## config.mk

```make
export PLATFORM = sky130hd
export DESIGN_NAME = conv2d_strided_flat
export DESIGN_NICKNAME = d
export VERILOG_FILES = /design/src/rtl/conv2d_pkg.sv /design/src/rtl/conv2d_strided_if.sv /design/src/rtl/conv2d_mac.sv /design/src/rtl/delaybuffer.sv /design/src/rtl/conv2d_strided.sv /design/src/flat_wrapper.sv
export SDC_FILE = /design/constraint.sdc
export NUM_CORES = 1
export LEC_CHECK = 0
export ABC_AREA = 1
export CAP_MARGIN = 5
export CORE_UTILIZATION = 50
export DETAILED_ROUTE_END_ITERATION = 16
export GPL_TIMING_DRIVEN = 0
export PLACE_DENSITY = 0.66
export RECOVER_POWER = 50
export SYNTH_ARGS = -nofsm -noshare
export SYNTH_HDL_FRONTEND = slang
export SYNTH_HIERARCHICAL = 1
export SYNTH_SLANG_ARGS = --single-unit
```

## constraint.sdc

```tcl
create_clock -name clk_i -period 14.25 [get_ports clk_i]
set_input_delay 2.85 -clock clk_i [delete_from_list [all_inputs] [get_ports clk_i]]
set_output_delay 2.85 -clock clk_i [all_outputs]
set_load 0.01 [all_outputs]
```

## src/rtl/conv2d_pkg.sv

```systemverilog
// Shared helpers for the strided 2D convolution: geometry of the output frame,
// counter sizing and the requantise (shift + saturate) step.
package conv2d_pkg;

  function automatic int cnt_w(input int n);
    int w;
    w = $clog2(n);
    return (w < 1) ? 1 : w;
  endfunction

  function automatic int out_width(input int w, input int k, input int s);
    return (w - k) / s + 1;
  endfunction

  function automatic int out_height(input int h, input int k, input int s);
    return (h - k) / s + 1;
  endfunction

  function automatic int last_x(input int w, input int k, input int s);
    return k - 1 + (out_width(w, k, s) - 1) * s;
  endfunction

  function automatic int last_y(input int h, input int k, input int s);
    return k - 1 + (out_height(h, k, s) - 1) * s;
  endfunction

  // Arithmetic shift, then clamp into a signed field of width_out bits.
  function automatic logic signed [63:0] requant(input logic signed [63:0] acc,
                                                 input int shift,
                                                 input int width_out);
    logic signed [63:0] shifted;
    logic signed [63:0] hi;
    logic signed [63:0] lo;
    shifted = acc >>> shift;
    hi      = (64'sd1 <<< (width_out - 1)) - 64'sd1;
    lo      = -hi - 64'sd1;
    if (shifted > hi) return hi;
    if (shifted < lo) return lo;
    return shifted;
  endfunction

endpackage

```

## src/rtl/conv2d_strided_if.sv

```systemverilog
// Pixel-in / result-out stream bundle; signal names are from the block's point of view.
interface conv2d_strided_if #(
  parameter int DataW = 2,
  parameter int OutW  = 16
);
  logic                   valid_i;
  logic                   ready_o;
  logic [DataW-1:0]       data_i;
  logic                   valid_o;
  logic                   ready_i;
  logic signed [OutW-1:0] data_o;
  logic                   last_o;

  modport slave (
    input  valid_i, data_i, ready_i,
    output ready_o, valid_o, data_o, last_o
  );

  modport master (
    output valid_i, data_i, ready_i,
    input  ready_o, valid_o, data_o, last_o
  );
endinterface

```

## src/rtl/conv2d_mac.sv

```systemverilog
// Combinational K x K x Channels multiply-accumulate followed by requantisation.
module conv2d_mac
  import conv2d_pkg::*;
#(
  parameter int Channels    = 1,
  parameter int WidthIn     = 2,
  parameter int SignedIn    = 0,
  parameter int KernelWidth = 3,
  parameter int WeightWidth = 2,
  parameter int AccWidth    = 32,
  parameter int WidthOut    = 16
) (
  input  logic [Channels*KernelWidth*KernelWidth*WidthIn-1:0]     win_i,
  input  logic [Channels*KernelWidth*KernelWidth*WeightWidth-1:0] weights_i,
  input  logic [$clog2(AccWidth)-1:0]                             shift_i,
  output logic signed [WidthOut-1:0]                              data_o
);
  localparam int Taps = Channels * KernelWidth * KernelWidth;

  logic signed [AccWidth-1:0] term [Taps];
  logic signed [AccWidth-1:0] acc;

  // Window and weights share the (c*K + r)*K + col layout, so tap i pairs directly.
  for (genvar i = 0; i < Taps; i++) begin : g_term
    logic [WidthIn-1:0]            px;
    logic signed [WeightWidth-1:0] wt;
    assign px = win_i[i*WidthIn +: WidthIn];
    assign wt = weights_i[i*WeightWidth +: WeightWidth];
    if (WidthIn == 1) begin : g_bin
      assign term[i] = px[0] ? AccWidth'(wt) : '0;
    end else if (SignedIn != 0) begin : g_sgn
      assign term[i] = AccWidth'(wt) * AccWidth'($signed(px));
    end else begin : g_uns
      assign term[i] = AccWidth'(wt) * $signed(AccWidth'(px));
    end
  end

  always_comb begin
    acc = '0;
    for (int i = 0; i < Taps; i++) acc = acc + term[i];
  end

  assign data_o = WidthOut'(requant(64'(acc), int'(shift_i), WidthOut));
endmodule

```

## src/rtl/delaybuffer.sv

```systemverilog
// Fixed-depth delay line advancing only on an accepted beat; contents are not reset.
module delaybuffer #(
  parameter int Width = 8,
  parameter int Depth = 4
) (
  input  logic             clk_i,
  input  logic             valid_i,
  input  logic             ready_i,
  input  logic [Width-1:0] data_i,
  output logic [Width-1:0] data_o
);
  logic [Width-1:0] mem_q [Depth];

  always_ff @(posedge clk_i) begin
    if (valid_i & ready_i) begin
      mem_q[0] <= data_i;
      for (int i = 1; i < Depth; i++) mem_q[i] <= mem_q[i-1];
    end
  end

  assign data_o = mem_q[Depth-1];
endmodule

```

## src/rtl/conv2d_strided.sv

```systemverilog
// Strided multi-channel 2D convolution over a raster pixel stream with a
// single output register and last-of-frame tagging.
module conv2d_strided
  import conv2d_pkg::*;
#(
  parameter int LineWidthPx = 160,
  parameter int LineCountPx = 120,
  parameter int Channels    = 1,
  parameter int WidthIn     = 2,
  parameter int SignedIn    = 0,
  parameter int KernelWidth = 3,
  parameter int Stride      = 1,
  parameter int WeightWidth = 2,
  parameter int AccWidth    = 32,
  parameter int WidthOut    = 16
) (
  input  logic                                                    clk_i,
  input  logic                                                    rst_ni,
  conv2d_strided_if.slave                                         bus,
  input  logic [Channels*KernelWidth*KernelWidth*WeightWidth-1:0] weights_i,
  input  logic [$clog2(AccWidth)-1:0]                             shift_i
);
  localparam int K     = KernelWidth;
  localparam int PixW  = Channels * WidthIn;
  localparam int WinW  = Channels * K * K * WidthIn;
  localparam int XW    = cnt_w(LineWidthPx);
  localparam int YW    = cnt_w(LineCountPx);
  localparam int PW    = cnt_w(Stride);
  localparam int LastX = last_x(LineWidthPx, K, Stride);
  localparam int LastY = last_y(LineCountPx, K, Stride);

  logic                       in_fire;
  logic                       produce;
  logic                       frame_end;
  logic [XW-1:0]              x_q, x_d;
  logic [YW-1:0]              y_q, y_d;
  logic [PW-1:0]              xph_q, xph_d, xph_cur;
  logic [PW-1:0]              yph_q, yph_d, yph_cur;
  logic [WinW-1:0]            win_q, win_d;
  logic [PixW-1:0]            lb_in  [K-1];
  logic [PixW-1:0]            lb_tap [K-1];
  logic                       valid_q, valid_d;
  logic                       last_q, last_d;
  logic signed [WidthOut-1:0] data_q, data_d;
  logic signed [WidthOut-1:0] mac_out;

  assign bus.ready_o = ~valid_q | bus.ready_i;
  assign in_fire     = bus.valid_i & bus.ready_o;

  // Phases restart at the first full-window column/row and count modulo Stride.
  always_comb begin
    xph_cur = (x_q == XW'(K-1)) ? '0 : xph_q;
    yph_cur = (y_q == YW'(K-1)) ? '0 : yph_q;
    x_d     = x_q;
    y_d     = y_q;
    xph_d   = xph_q;
    yph_d   = yph_q;
    if (in_fire) begin
      xph_d = (xph_cur == PW'(Stride-1)) ? '0 : xph_cur + PW'(1);
      if (x_q == XW'(LineWidthPx-1)) begin
        x_d   = '0;
        yph_d = (yph_cur == PW'(Stride-1)) ? '0 : yph_cur + PW'(1);
        y_d   = (y_q == YW'(LineCountPx-1)) ? '0 : y_q + YW'(1);
      end else begin
        x_d = x_q + XW'(1);
      end
    end
  end

  assign produce   = in_fire && (x_q >= XW'(K-1)) && (y_q >= YW'(K-1)) &&
                     (xph_cur == '0) && (yph_cur == '0);
  assign frame_end = (x_q == XW'(LastX)) && (y_q == YW'(LastY));

  // Line buffer m is fed by the newest column of window row K-1-m and returns
  // that row's pixel one line later as the new column entry of row K-2-m.
  always_comb begin
    for (int m = 0; m < K-1; m++) begin
      lb_in[m] = '0;
      for (int c = 0; c < Channels; c++)
        lb_in[m][c*WidthIn +: WidthIn] = win_q[((c*K + (K-1-m))*K + K-1)*WidthIn +: WidthIn];
    end
  end

  for (genvar m = 0; m < K-1; m++) begin : g_line
    delaybuffer #(
      .Width (PixW),
      .Depth (LineWidthPx-1)
    ) u_line (
      .clk_i   (clk_i),
      .valid_i (in_fire),
      .ready_i (1'b1),
      .data_i  (lb_in[m]),
      .data_o  (lb_tap[m])
    );
  end

  always_comb begin
    win_d = win_q;
    if (in_fire) begin
      for (int c = 0; c < Channels; c++) begin
        for (int r = 0; r < K; r++) begin
          for (int j = 0; j < K-1; j++)
            win_d[((c*K + r)*K + j)*WidthIn +: WidthIn] = win_q[((c*K + r)*K + j + 1)*WidthIn +: WidthIn];
          if (r == K-1)
            win_d[((c*K + r)*K + K-1)*WidthIn +: WidthIn] = bus.data_i[c*WidthIn +: WidthIn];
          else
            win_d[((c*K + r)*K + K-1)*WidthIn +: WidthIn] =
              lb_tap[(r < K-1) ? (K-2-r) : 0][c*WidthIn +: WidthIn];
        end
      end
    end
  end

  // The MAC sees the post-shift window so the producing pixel is included.
  conv2d_mac #(
    .Channels    (Channels),
    .WidthIn     (WidthIn),
    .SignedIn    (SignedIn),
    .KernelWidth (K),
    .WeightWidth (WeightWidth),
    .AccWidth    (AccWidth),
    .WidthOut    (WidthOut)
  ) u_mac (
    .win_i     (win_d),
    .weights_i (weights_i),
    .shift_i   (shift_i),
    .data_o    (mac_out)
  );

  always_comb begin
    valid_d = valid_q;
    last_d  = last_q;
    data_d  = data_q;
    if (bus.ready_o) valid_d = produce;
    if (produce) begin
      last_d = frame_end;
      data_d = mac_out;
    end
  end

  always_ff @(posedge clk_i or negedge rst_ni) begin
    if (!rst_ni) begin
      x_q     <= '0;
      y_q     <= '0;
      xph_q   <= '0;
      yph_q   <= '0;
      win_q   <= '0;
      valid_q <= 1'b0;
      last_q  <= 1'b0;
      data_q  <= '0;
    end else begin
      x_q     <= x_d;
      y_q     <= y_d;
      xph_q   <= xph_d;
      yph_q   <= yph_d;
      win_q   <= win_d;
      valid_q <= valid_d;
      last_q  <= last_d;
      data_q  <= data_d;
    end
  end

  assign bus.valid_o = valid_q;
  assign bus.data_o  = data_q;
  assign bus.last_o  = last_q;
endmodule
```

## src/flat_wrapper.sv

```systemverilog
// flat-port wrapper written by rule: the top's interface ports become plain ports
module conv2d_strided_flat import conv2d_pkg::*;
#(
  parameter int LineWidthPx = 160,
  parameter int LineCountPx = 120,
  parameter int Channels    = 1,
  parameter int WidthIn     = 2,
  parameter int SignedIn    = 0,
  parameter int KernelWidth = 3,
  parameter int Stride      = 1,
  parameter int WeightWidth = 2,
  parameter int AccWidth    = 32,
  parameter int WidthOut    = 16
)
  (clk_i, rst_ni, weights_i, shift_i, bus_valid_i, bus_data_i, bus_ready_i, bus_ready_o, bus_valid_o, bus_data_o, bus_last_o);
  conv2d_strided_if bus_i ();
  input  logic clk_i;
  input  logic rst_ni;
  input  logic [Channels*KernelWidth*KernelWidth*WeightWidth-1:0] weights_i;
  input  logic [$clog2(AccWidth)-1:0] shift_i;
  input wire logic [$bits(bus_i.valid_i)-1:0] bus_valid_i;
  input wire logic [$bits(bus_i.data_i)-1:0] bus_data_i;
  input wire logic [$bits(bus_i.ready_i)-1:0] bus_ready_i;
  output wire logic [$bits(bus_i.ready_o)-1:0] bus_ready_o;
  output wire logic [$bits(bus_i.valid_o)-1:0] bus_valid_o;
  output wire logic [$bits(bus_i.data_o)-1:0] bus_data_o;
  output wire logic [$bits(bus_i.last_o)-1:0] bus_last_o;
  assign bus_i.valid_i = bus_valid_i;
  assign bus_i.data_i = bus_data_i;
  assign bus_i.ready_i = bus_ready_i;
  assign bus_ready_o = bus_i.ready_o;
  assign bus_valid_o = bus_i.valid_o;
  assign bus_data_o = bus_i.data_o;
  assign bus_last_o = bus_i.last_o;
  conv2d_strided #(.LineWidthPx(LineWidthPx), .LineCountPx(LineCountPx), .Channels(Channels), .WidthIn(WidthIn), .SignedIn(SignedIn), .KernelWidth(KernelWidth), .Stride(Stride), .WeightWidth(WeightWidth), .AccWidth(AccWidth), .WidthOut(WidthOut)) u_core (.clk_i(clk_i), .rst_ni(rst_ni), .bus(bus_i), .weights_i(weights_i), .shift_i(shift_i));
endmodule
```

* Yosys cells after proc, flatten, opt, wreduce, memory -nomap -nowiden *
Memory sizes are Yosys's and may differ from the RTL's.
Cells that the tools add are included.

operators by class
  reductions and logical operators = 6
  muxes and demuxes = 16
  div/mod/pow operators = 0
  $mul = 9
  bitwise gates (word level) = 5
  add/sub/neg operators = 12
  $lt $le $gt $ge = 4
  equal/unequal tests = 4
  shift operators = 1

operators with widths
  kind                                                                                  number
  64-bit by 16-bit greater-than comparator with 1-bit output (second input constant)    1
  64-bit by 16-bit < comparator with 1-bit output (second input constant)               1
  16-bit two-way mux                                                                    4
  13-bit by 5-bit >>> shifter with 64-bit output                                        1
  2-bit by 3-bit multiplier with 5-bit output                                           9
  18-bit two-way mux                                                                    1
  12-bit by 5-bit adder with 13-bit output                                              1
  11-bit by 5-bit adder with 12-bit output                                              1
  10-bit by 5-bit adder with 11-bit output                                              1
  9-bit by 5-bit adder with 10-bit output                                               1
  8-bit by 5-bit adder with 9-bit output                                                1
  1-bit two-way mux                                                                     9
  7-bit by 5-bit adder with 8-bit output                                                1
  8-bit by 1-bit adder with 8-bit output (second input constant)                        1
  8-bit by 2-bit == test with 1-bit output (second input constant)                      1
  8-bit == test (second input constant)                                                 1
  8-bit by 2-bit greater-or-equal comparator with 1-bit output (second input constant)  1
  8-bit two-way mux                                                                     1
  6-bit by 5-bit adder with 7-bit output                                                1
  7-bit by 1-bit adder with 7-bit output (second input constant)                        1
  7-bit by 2-bit == test with 1-bit output (second input constant)                      1
  7-bit == test (second input constant)                                                 1
  7-bit by 2-bit greater-or-equal comparator with 1-bit output (second input constant)  1
  7-bit two-way mux                                                                     1
  7 further kinds                                                                       14

word-level totals
  latch bits = 0
  memories = 2
  bits in read-only memories = 0
  output and inout bits = 19
  register bits after elaboration = 53
  RAM bits = 636

memories
  memory                         words  width  rd ports  clocked after memory_dff  write ports  line               text
  u_core.g_line[0].u_line.mem_q  159    2      159       0                         159          delaybuffer.sv:12  logic [Width-1:0] mem_q [Depth];
  u_core.g_line[1].u_line.mem_q  159    2      159       0                         159          delaybuffer.sv:12

* Logic depth before layout (Yosys ltp) *
  depth in word-level cells = 19
  gate-level depth with buffers = 60

* By module *
The synthesis kept the hierarchy.

by module, submodules not included
  module          instances  area each (µm²)  cells an instance
  delaybuffer     2          9,571.7          322
  conv2d_mac      1          4,813.4          773
  conv2d_strided  1          2,473.6          276

* Worst setup path after synthesis *
Ideal clock, no wire load.

  path kind = input to register
  from = input port bus_ready_i
  to = register u_core.data_q[10], in the netlist u_core/bus.data_o[10]
  data arrival time = 11.601 ns
  data required time = 14.135 ns
  stages on the path = 55
  library setup time = 0.115 ns
  buffers on the path = 4
  slack = 2.533 ns
  cell sequence = inv_2 > nand2_2 > nand2_8 > clkbuf_1 > o21ai_0 > or2_2 > fa_1 > inv_1 > ha_1 > inv_1 > fa_1 > fa_1 > inv_1 > ha_1 > nand3_1 > nand3_1 > nand2_1 > nand2_1 > [... 19 more ...] > nand2_1 > o21ai_1 > inv_1 > nand2_1 > nand3_1 > nand2_1 > nand4_1 > nor2_1 > nand3_1 > nor2_1 > nand3_1 > nand2_1 > nand2_1 > nand2_4 > buf_6 > nand2_1 > nand3_1 > nand2_2

on the way
  word-level cells in the longest chain between the ends = 18
  elaborated cells between the ends (all ways) = 33

ends and longest elaborated chain
  what                                              line                   text
  start, declared                                   flat_wrapper.sv:23     input wire logic [$bits(bus_i.ready_i)-1:0] bus_ready_i;
  1-bit bitwise OR *                                conv2d_strided.sv:47   assign bus.ready_o = ~valid_q | bus.ready_i;
  net bus_ready_o                                   flat_wrapper.sv:24     output wire logic [$bits(bus_i.ready_o)-1:0] bus_ready_o;
  1-bit AND *                                       conv2d_strided.sv:48   assign in_fire = bus.valid_i & bus.ready_o;
  18-bit two-way mux *                              conv2d_strided.sv:99   if (in_fire) begin
  net u_core.win_d[2]                               conv2d_strided.sv:39   logic [WinW-1:0] win_q, win_d;
  2-bit by 3-bit multiplier with 5-bit output *     conv2d_mac.sv:34       assign term[i] = AccWidth'(wt) * $signed(AccWidth'(px));
  5-bit by 5-bit adder with 6-bit output *          conv2d_mac.sv:40       for (int i = 0; i < Taps; i++) acc = acc + term[i];
  6-bit by 5-bit adder with 7-bit output *          conv2d_mac.sv:40
  [... 4 more ...]                                  -
  11-bit by 5-bit adder with 12-bit output *        conv2d_mac.sv:40
  12-bit by 5-bit adder with 13-bit output *        conv2d_mac.sv:40
  13-bit by 5-bit >>> shifter with 64-bit output *  conv2d_pkg.sv:34       shifted = acc >>> shift;
  64-bit by 16-bit < comparator with 1-bit output   conv2d_pkg.sv:38       if (shifted < lo) return lo;
  1-bit two-way mux (2 in a row)                    conv2d_pkg.sv:38
  16-bit two-way mux                                conv2d_pkg.sv:39       return shifted;
  16-bit two-way mux *                              conv2d_pkg.sv:38
  net u_core.mac_out[10]                            conv2d_strided.sv:45   logic signed [WidthOut-1:0] mac_out;
  end signal, assigned                              conv2d_strided.sv:159  data_q <= data_d;
  end, declared                                     conv2d_strided.sv:44   logic signed [WidthOut-1:0] data_q, data_d;

The timed path passes the listed nets; every way through them passes the cells marked *. The select of a mux whose other input is x is not followed.
A chain may end at the register's enable or synchronous reset.

* Final worst setup path *
  from = input port bus_ready_i
  to = register u_core.data_q[6], in the netlist u_core/bus.data_o[6]

on the way
  elaborated cells between the ends (all ways) = 33

RTL lines
  what                                              line
  1-bit bitwise OR *                                conv2d_strided.sv:47
  1-bit AND *                                       conv2d_strided.sv:48
  18-bit two-way mux *                              conv2d_strided.sv:99
  net u_core.win_d[4]                               conv2d_strided.sv:39
  2-bit by 3-bit multiplier with 5-bit output *     conv2d_mac.sv:34
  6-bit by 5-bit adder with 7-bit output *          conv2d_mac.sv:40
  7-bit by 5-bit adder with 8-bit output *          conv2d_mac.sv:40
  8-bit by 5-bit adder with 9-bit output *          conv2d_mac.sv:40
  [... 2 more ...]                                  -
  11-bit by 5-bit adder with 12-bit output *        conv2d_mac.sv:40
  12-bit by 5-bit adder with 13-bit output *        conv2d_mac.sv:40
  13-bit by 5-bit >>> shifter with 64-bit output *  conv2d_pkg.sv:34
  64-bit by 16-bit < comparator with 1-bit output   conv2d_pkg.sv:38
  1-bit two-way mux (2 in a row)                    conv2d_pkg.sv:38
  16-bit two-way mux                                conv2d_pkg.sv:39
  16-bit two-way mux *                              conv2d_pkg.sv:38
  net u_core.mac_out[6]                             conv2d_strided.sv:45

Marks and branches as above.

==> out/summary.txt <==
Synth warnings: 6
Total setup buffers inserted after CTS: 0
Reg clk slew, reported paths: 60 ps
All-layer global routing usage: 15.4%
Dominant synthesized flop cell: edfxtp_1
Largest net degree at the start of global routing: 152
Violations in the final reports: max-capacitance violations, max-slew violations
Mapped Cells: 1693
Area of the multi-input gates: 5120 µm²
Final setup vio count: 0
Hpwl dp: 23900 µm
Core Box Area: 51700 µm²
Final period util: 91.4%
Post-Syn Area per Cell: 15.6 µm²
Vias per Instance: 4.96
I/O Pins: 48
Initial DRC count: 918
Die span in x: 232 µm
DRT Pass-1 Iters: 5
Post-synthesis adder-cell area fraction: 6.85%
Complex-gate fraction of the synthesized area: 1.88%
Total gr overflow: 0
GPL Wtd Cong: 0.888
Largest family of logic cells by synthesized area: simple AND/OR/NAND/NOR gates
N_diodes: 0
Vias: 12600
Critical Path Start Type: input port
Num CTS Buffers: 69
Initial antenna violation count: 0
Final min period: 13020 ps
Setup_tns: 0 ps
Routed WL: 39700 µm
Vias in the first global route: 12300
First-pass GRT wire length: 65000 µm
Fillers: 3987
Mux share of post-synthesis cell area: 0%
Crit. End Element: flip-flop
Unrepaired setup endpoints after global routing: false
Routed len/inst: 15.6 µm
Bufs on Longest Clock Path: 3
Fin. max-slew vios: 37
Hold/Removal Path Class: reg -> reg
I/O Buffers: 44
Post-synthesis cell type count: 43
Arr. time, crit path: 13480 ps
Simple-gate share of the synthesized area: 10.1%
CTS tree: built
Actual slew at the worst max-slew pin: 2010 ps
Most used cell, CP: nand2_1
Post-synth ARST share: 7.42%
EDFF count, synth: 636
Fin nets: 1951
Sequential area share after synthesis: 77.1%
Slowest Stage Delay on Critical Path: 690 ps
MaxCap Viol Count: 1
Cts hold-fix bufs: 0
Hold Vio Cnt, Final: 0
Root Driver: clkbuf_16
CP Class: in -> reg
Run status: complete, but fails checks
Drt drc: 0
Initial Util: 51.1%
Clock skew: 14.7 ps
Clk_lat worst skew: 590 ps
Worst relative slew slack: -33.7%
Flops & latches, synth: 687
Synthesized area: 26400 µm²
Critical Path RT: 14710 ps
Antenna viol nets, final: 0
Row count: 83
Die H: 232 µm
Layout cell share with drive strength beyond 1: 11.1%
Worst-path maximum fanout: 10
Synth Area in XOR/XNOR: 0.596%
Register area: 20400 µm²
Area Overhead vs Synth: 13.6%
H-Tree Depth: 3
# resized after CTS: 0
Fmax: 76.8 MHz
Clock sink total: 687
Die area: 53800 µm²
CP max stage cell: fa_1
-- cell type report --
class / count / share of cell area [%]
sequential: 687 / 67.8
multi-input combinational: 788 / 17.0
clock buffer: 83 / 6.06
tap: 680 / 2.83
inverter: 177 / 2.26
timing repair buffer: 49 / 1.82
clock inverter: 39 / 1.30
buffer: 42 / 0.846
-- flip-flops by register name, indices dropped and copies added, names as in the netlist --
name and flops:
u_core/bus.last_o 1, u_core/y_q 7, u_core/bus.valid_o 1, u_core/win_q 18
u_core/x_q 8, u_core/bus.data_o 16, u_core/g_line.u_line/mem_q 636
-- synth_stat cells, drive strengths merged (3+ instances only) --
library cell,instances,area share [%]
nor2,57,1.0
fa,61,4.6
ha,47,2.2
inv,177,2.5
and3,3,0.071
clkbuf,12,0.17
a21oi,13,0.26
or2,16,0.38
xnor2,8,0.27
o21ai,65,1.3
nand3,125,2.6
o211ai,5,0.14
nand2,359,5.8
a31oi,4,0.095
buf,30,0.79
xor2,10,0.33
dfrtp,51,4.8
edfxtp,636,72
nand4,6,0.20
-- logic make-up (layout without fill, tap and decap cells) --
kind of cell | after synthesis | count (layout)
adders and majority gates | 108 | 108
other | 1 | 2
buffers and inverters | 219 | 390
xor gates and xnor gates | 18 | 18
DFF | 687 | 687
AOI/OAI and AO/OA | 91 | 91
and+or+nand+nor | 569 | 569
-- cells in the final DEF (no fill, tap or decap), types with 16 or more instances in the layout --
| master | count |
|---|---|
| clkdlybuf4s50_1 | 43 |
| nand2_1 | 324 |
| or2_2 | 16 |
| nand3_1 | 112 |
| clkbuf_16 | 70 |
| inv_1 | 169 |
| ha_1 | 47 |
| edfxtp_1 | 636 |
| dfrtp_1 | 51 |
| clkinv_1 | 18 |
| o21ai_0 | 39 |
| clkbuf_1 | 25 |
| nor2_1 | 47 |
| o21ai_1 | 24 |
| nand2_2 | 23 |
| fa_1 | 61 |
-- routing by layer --
layer / routed length [µm] / track usage, % / share of wire, %
met3: 1600 / 2.95 / 4.0
met2: 16700 / 21.6 / 42
met1: 20500 / 24.3 / 52
met4: 853 / 4.98 / 2.2
met5: 0 / 0 / 0
-- critical path, delay by kind of cell --
| kind | cells | cell delay, ps |
|---|---|---|
| fa+ha+maj | 11 | 4780 |
| simple gates | 27 | 3010 |
| buf+inv | 14 | 2260 |
| compound gates | 3 | 430 |
| xor+xnor | 1 | 130 |
-- final timing paths --
kind	start	endpoint	slack [ps]	cells after the start
max	bus_ready_i	u_core/bus.data_o[6]$_DFFE_PN0P_	1230	56
max reg2reg	u_core/bus.valid_o$_DFFE_PN0N_	u_core/bus.data_o[6]$_DFFE_PN0P_	3620	54
max in group asynchronous	rst_ni	u_core/win_q[3]$_DFF_PN0_	9420	2
min	u_core/g_line[0].u_line/mem_q[4][50]$_DFFE_PP_	u_core/g_line[0].u_line/mem_q[4][52]$_DFFE_PP_	410	0
min in group asynchronous	rst_ni	u_core/bus.valid_o$_DFFE_PN0N_	2420	1
min reg2reg	u_core/g_line[0].u_line/mem_q[4][50]$_DFFE_PP_	u_core/g_line[0].u_line/mem_q[4][52]$_DFFE_PP_	410	0
-- metrics by stage --
step	setup slack [ps]	cell area [µm²]	hold slack, ps	utilization, %	std cells
2_1_floorplan	2530	26400	400	-	1694
3_3_place_gp	953	27700	403	53.6	2418
3_5_place_dp	1020	27900	405	53.9	2423
4_1_cts	1610	30100	408	58.2	2545
5_1_grt	454	30000	406	58.1	2545
6_report	1230	30000	406	58.1	2545
Power is left out: the tool's default activity adds up to more than one toggle a clock period on the data nets, which glitch-free logic cannot reach.
